### src/rtl/n4_b2_down_counter_pkg.sv
// Shared constants for the 4-digit base-2 down counter.
package n4_b2_down_counter_pkg;

    // Number of base-2 digit cells chained in one counter stage.
    localparam int unsigned COUNTER_DIGITS = 4;

    // Count value forced while m_reset_ is low.
    localparam logic [COUNTER_DIGITS-1:0] RESET_VALUE = 4'b0000;

endpackage : n4_b2_down_counter_pkg

### src/rtl/n4_b2_down_counter_digit.sv
// One base-2 down-counting digit cell.
// The cell toggles its bit on a rising edge when borrow-in (ei) is high.
// Borrow-out (eu) is purely combinational, so a chain of cells settles within
// one cycle and every cell still updates on the same clock edge.
module b2_down_digit #(
    parameter logic RESET_BIT = 1'b0
) (
    input  logic m_clock,
    input  logic m_reset_,
    input  logic ei,
    output logic q,
    output logic eu
);

    // Digit state: asynchronous clear, toggle when a borrow arrives.
    always_ff @(posedge m_clock or negedge m_reset_) begin
        if (!m_reset_) begin
            q <= RESET_BIT;
        end else if (ei) begin
            q <= ~q;
        end
    end

    // A borrow passes upward only when this digit is already 0.
    assign eu = ei & ~q;

endmodule : b2_down_digit

### src/rtl/n4_b2_down_counter.sv
// 4-digit base-2 down counter built from a ripple-borrow chain of digit cells.
// m_ei is the count enable of the least significant cell; eu is the borrow out
// of the most significant cell, so eu of one counter can drive m_ei of the next
// to form wider counters.
module n4_b2_down_counter
    import n4_b2_down_counter_pkg::*;
(
    input  logic       m_clock,
    input  logic       m_reset_,
    input  logic       m_ei,
    output logic       eu,
    output logic [3:0] q3_q0
);

    // borrow[i] is the borrow into cell i; borrow[COUNTER_DIGITS] leaves the stage.
    logic [COUNTER_DIGITS:0]   borrow;
    logic [COUNTER_DIGITS-1:0] q_bits;

    assign borrow[0] = m_ei;

    for (genvar i = 0; i < COUNTER_DIGITS; i++) begin : g_digit
        b2_down_digit #(
            .RESET_BIT (RESET_VALUE[i])
        ) u_digit (
            .m_clock  (m_clock),
            .m_reset_ (m_reset_),
            .ei       (borrow[i]),
            .q        (q_bits[i]),
            .eu       (borrow[i+1])
        );
    end

    assign q3_q0 = q_bits;
    assign eu    = borrow[COUNTER_DIGITS];

endmodule : n4_b2_down_counter

### config.mk
export PLATFORM = sky130hd
export DESIGN_NAME = n4_b2_down_counter
export DESIGN_NICKNAME = d
export VERILOG_FILES = /design/src/rtl/n4_b2_down_counter_pkg.sv /design/src/rtl/n4_b2_down_counter_digit.sv /design/src/rtl/n4_b2_down_counter.sv
export SDC_FILE = /design/constraint.sdc
export NUM_CORES = 1
export LEC_CHECK = 0
export CAP_MARGIN = 20
export CORE_AREA = 5 5 42 44
export DETAILED_ROUTE_END_ITERATION = 8
export DIE_AREA = 0 0 47 49
export GPL_ROUTABILITY_DRIVEN = 0
export PLACE_DENSITY_LB_ADDON = 0.1
export REMOVE_ABC_BUFFERS = 1
export SETUP_SLACK_MARGIN = 0.02
export SYNTH_ARGS = -nofsm -noshare
export SYNTH_HDL_FRONTEND = slang
export SYNTH_SLANG_ARGS = --single-unit
### constraint.sdc
create_clock -name m_clock -period 1.14 [get_ports m_clock]
set_input_delay 0.171 -clock m_clock [delete_from_list [all_inputs] [get_ports m_clock]]
set_output_delay 0.171 -clock m_clock [all_outputs]
set_load 0.01 [all_outputs]
==> run metrics, run 1 <==
final setup TNS=-0.263 ns; Clk Tree Root Cell=clkbuf_4; Netlist cell types=8; top post-synthesis cells by count=4 x buf_4, 4 x dfrtp_1, 3 x xor2_1; # diodes=0; vias in the first global route=184; multi-input logic area=83.8 um2; core box area=1400 um2; initial antenna violation count=0; Port Buffers=7; FF-to-FF setup slack=around 0.060 ns; Net Sw Power=~320 uW; row count=14; critical path class=flip-flop to primary output; M1 WL=185 um; #FFs+latches synth=4; Final Max Tran Viols=0; All-Layer GR Usage=0.0466; RR Startpoint=g_digit[0].u_digit.q; met2 wire len=209 um; Final ANT Viol Nets=0; area share of the largest cell type after synthesis=0.479; crit path DAT=approximately 1.2 ns; Final Critical Period=1.40 ns; startpoint types=flip-flop; Clk pwr share=0.177; num ports=8; Sequential Power Share=0.298; Post-synth EDFFs=0; Reg with most FFs=g_digit.u_digit.q; CTS Sinks=4; Reg clk slew, reported paths=0.04 ns; worst-margin pin slew=between 0.2 and 0.25 ns; Cells after Synth=16; Largest register FFs=4; CP Max Fanout=2; Pwr Density=2810 nW/um2; Seq. cell area=100 um2; # setup viols final=1; top layer in use=met3; insertion delay to the later sink of the worst-skew pair=0.23 ns; RSZ-0062 raised after global routing=yes; Die H=49 um; period utilisation layout=1.23; cell area after layout=around 340 um2; post-synthesis sequential area ratio=0.479; mean area per synthesized cell=13.1 um2; combinational power share=0.525; internal power=633 uW; Max Root-Sink Buffers=2; crit path capture type=primary output; synth top area cells=dfrtp_1 48%, buf_4 14%, xor2_1 13%; DR iter-0 viols=0; Final Hold Viols=0; WL met3=36 um; WL final=431 um; Reg2Reg Depth=4; CP required=0.97 ns; ys flop type=dfrtp_1; Die X=47 um; worst setup margin=-0.263 ns; fmax=between 700 and 800 MHz; Yosys warnings=0; Setup Slack @ Placement=-0.613 ns; first-pass GRT wire length=724 um; Fillers=156; leakage=0.000162 uW; Sw Ratio=0.334; via count=151; TritonCTS clock tree=yes; Layout area overhead=61.7%; Placed Area=between 300 and 400 um2; # nets final=34; drt pass-1 iters=1; Initial Util=0.149; Hold WC Path Type=primary input to async pin; worst r2r dst=g_digit[3].u_digit.q; failing checks=setup timing; Mapped Area=209 um2; die footprint=2300 um2; cts bufs inserted=3; Avg Vias per Cell=3.36; Async S/R FF share, synth=1.00; hold buffers post-CTS=0; max_slew headroom=0.864; wire per inst=9.58 um; Max VDD drop=slightly below 900 uV; Setup Skew=0.00314 ns; H-tree depth=1; post-synth top area cell=dfrtp_1; registers with the most flip-flops=g_digit.u_digit.q (4); pin count of the biggest net entering global routing=5; status=finished with violations; Max Cap Violations=0; fraction of layout cells with a size suffix above 1=0.586; detailed-route DRC error count=0; Congestion Overflow GR=0
## metal layers
metal / global-route usage / vias to the layer above
met5: 0 / -
li1: - / 74
met2: 0.0588 / 6
met4: 0.0415 / 0
met3: 0.0369 / 0
met1: 0.0466 / 71
## worst max-delay path, cell delays in order (launching register included)
cell and delay [ns]:
dfrtp_1 0.38, buf_6 0.12, nor4b_4 0.21, nor2b_1 0.15
buf_2 0.13
## cell type report
cell class                      instances  area share
Tap cell                               16      0.0593
Sequential cell                         4       0.296
Clock buffer                            3      0.0667
Multi-Input combinational cell          8       0.248
Timing Repair Buffer                   14       0.330
## per-stage QoR
step	total power (uW)	util	instances	hold WS, ns
final	950	0.241	45	0.145
after global routing	1030	0.241	45	0.150
after CTS	942	0.235	45	0.144
after detailed placement	771	0.224	41	0.394
after global placement	775	0.224	41	0.393
after floorplan	459	-	12	-0.125
## worst max path at each step
stage	cells past startpoint	slack, ns	from	end
after floorplan	2	-0.04	g_digit[0].u_digit.q	eu
after global placement	4	-0.59	m_ei	eu
after detailed placement	4	-0.61	m_ei	eu
after CTS	4	-0.29	g_digit[0].u_digit.q	eu
after global routing	4	-0.36	g_digit[0].u_digit.q	eu
final	4	-0.26	g_digit[0].u_digit.q	eu
## power by group through the flow
| stage | logic (uW) | registers [uW] | clock network, uW |
|---|---|---|---|
| floorplan | 104 | 354 | 0 |
| finish | 499 | 283 | 169 |
| global route | 541 | 298 | 191 |
| CTS | 484 | 279 | 179 |
| global placement | 486 | 288 | 0 |
| detailed placement | 483 | 288 | 0 |
## cell families after synthesis
kind of cell | synth area share
DFF | 0.479
and+or+nand+nor | 0.210
xor gates and xnor gates | 0.168
buffers and inverters | 0.144
## timing repair
item / in CTS / in global routing
gates resized for setup: 22 / 2
hold endpoints to repair: 0 / 0
setup buffers: 2 / 0
endpoints found under the setup margin: 5 / 4
gates cloned: 0 / 0
pin swaps: 1 / 1
## cell usage in the layout (no fill, tap or decap)
master           count
nand2b_1             1
nor2b_1              1
buf_6                3
clkdlybuf4s50_1      2
buf_4                5
xor2_1               3
nor3b_2              1
xnor2_1              1
dfrtp_1              4
buf_2                4
clkbuf_4             3
nor4b_4              1
(Power assumes the default switching activity.)
==> run 2, diff against run 1 <==
--- a/config.mk
+++ b/config.mk
@@ -13,6 +13,8 @@
 export PLACE_DENSITY_LB_ADDON = 0.1
 export REMOVE_ABC_BUFFERS = 1
 export SETUP_SLACK_MARGIN = 0.02
+export SKIP_LAST_GASP = 1
+export SLEW_MARGIN = 20
 export SYNTH_ARGS = -nofsm -noshare
 export SYNTH_HDL_FRONTEND = slang
 export SYNTH_SLANG_ARGS = --single-unit
==> results of run 2 <==
The final DEF is identical to that of run 1; final timing and power are the same.
==> run 3, diff against run 2 <==
--- a/config.mk
+++ b/config.mk
@@ -5,6 +5,7 @@
 export SDC_FILE = /design/constraint.sdc
 export NUM_CORES = 1
 export LEC_CHECK = 0
+export ABC_CLOCK_PERIOD_IN_PS = 1140
 export CAP_MARGIN = 20
 export CORE_AREA = 5 5 42 44
 export DETAILED_ROUTE_END_ITERATION = 8
==> results of run 3 <==
The final DEF is identical to that of run 1; final timing and power are the same.
==> patch (settings of run 3) <==
Register the input `m_ei` before use, without a reset. The logic sees it one clock later.
--- a/src/rtl/n4_b2_down_counter.sv
+++ b/src/rtl/n4_b2_down_counter.sv
@@ -14,2 +14,8 @@
 
+    logic m_ei_q;
+
+    always_ff @(posedge m_clock) begin
+        m_ei_q <= m_ei;
+    end
+
     // borrow[i] is the borrow into cell i; borrow[COUNTER_DIGITS] leaves the stage.
@@ -18,3 +24,3 @@
 
-    assign borrow[0] = m_ei;
+    assign borrow[0] = m_ei_q;
 
Check against the original RTL: not equivalent (a bounded check fails within 4 cycles, from zero or initial values and one cycle with m_reset_ low).
==> patch against run 3 <==
The run still ends with setup timing left; core utilization is 3.5 points higher; total power rose by 17%; critical path depth stayed put; area after synthesis grew 9.6%; sequential power grew 16%; worst hold slack worse by 4.1 ps; final area up 14%; sequential cell count up 1; final cell count increased by 6.7%; wire length rose by 2.3%; non-clock buffer count rose by 1; setup slack got worse by 16 ps.
==> patch: results <==
[status]
status = "complete, but fails checks"
violations = "setup timing"

[timing]
slew_headroom = 0.862
worst_slack_ps = -279
finalSetupTns_ps = -309
setup_viol = 2
clock-skew-final_ps = 1.14

[power_and_ir_drop]
p_leak_nw = 0.181
vdd_ir_drop_max_mv = 0.830
clkPwrFrac = 0.183
switching_share = 0.311
seqPwrFrac = 0.293

[synth]
yosysSeqAreaShare = 0.525
synth-xor-area-share = 0.153
syn_area_per_cell_sq_um = 13.5
synthArstFlopShare = 0.800
yosys-top-cells-area = "dfrtp_1, buf_4, xor2_1"
yosys.cell_types.count = 9

[final_layout]
finalNetCount = 36
layout-drive-gt1-share = 0.563
fin_cells = 48
top_regs = "g_digit.u_digit.q (4), m_ei_q (1)"
n_fill_cell = 158

[detailed_routing]
wl_per_cell_microns = 9.19
vias_per_cell = 3.29
dr_wl_met3_microns = 35
wl_met1_microns = 207
dr_wl_met2_microns = 198

[critical_path]
r2r_end = "g_digit[2].u_digit.q"
critPathArrivalTime_ps = 1250
ff2ff_setup_slack_ps = 30
crit_path_start = "g_digit[2].u_digit.q"

[grt]
grt_pass1_wl_microns = 786
grt_pass1_vias = 196
track_usage = 0.0544

[clock_network]
postCtsSetupBuffers = 3
clk_latency_ps = 240
htree_levels = 1

[place]
io_buffers = 7
dp.cells = 42
dpl_cell_area_sq_um = 334
-- patch: cell count changes in the layout (fill, tap and decap cells not counted), sizes merged --
cell    delta
buf        +1
clkbuf     +1
dfxtp      +1
-- patch: final cells by class --
type                       count  area (sq um)  area share
tap                           16          20.0      0.0518
clock buffer                   4          26.3      0.0680
timing repair buffer          15           139       0.359
sequential                     5           120       0.311
multi-input combinational      8          81.3       0.210
-- patch: per-stage QoR --
| step | hold WS (ps) | power (mW) | setup slack (ps) | utilization |
|---|---|---|---|---|
| finish | 141 | 1.11 | -279 | 0.276 |
| global route | 150 | 1.21 | -395 | 0.276 |
| global placement | 396 | 0.809 | -410 | 0.238 |
| CTS | 144 | 1.06 | -289 | 0.264 |
| floorplan | -125 | 0.498 | -16.5 | - |
| detailed placement | 406 | 0.808 | -415 | 0.238 |
-- patch: metal layers --
metal,up-vias,track usage
met5,-,0
met4,0,0.0553
met2,7,0.0611
met3,0,0.0332
met1,71,0.0643
li1,80,-
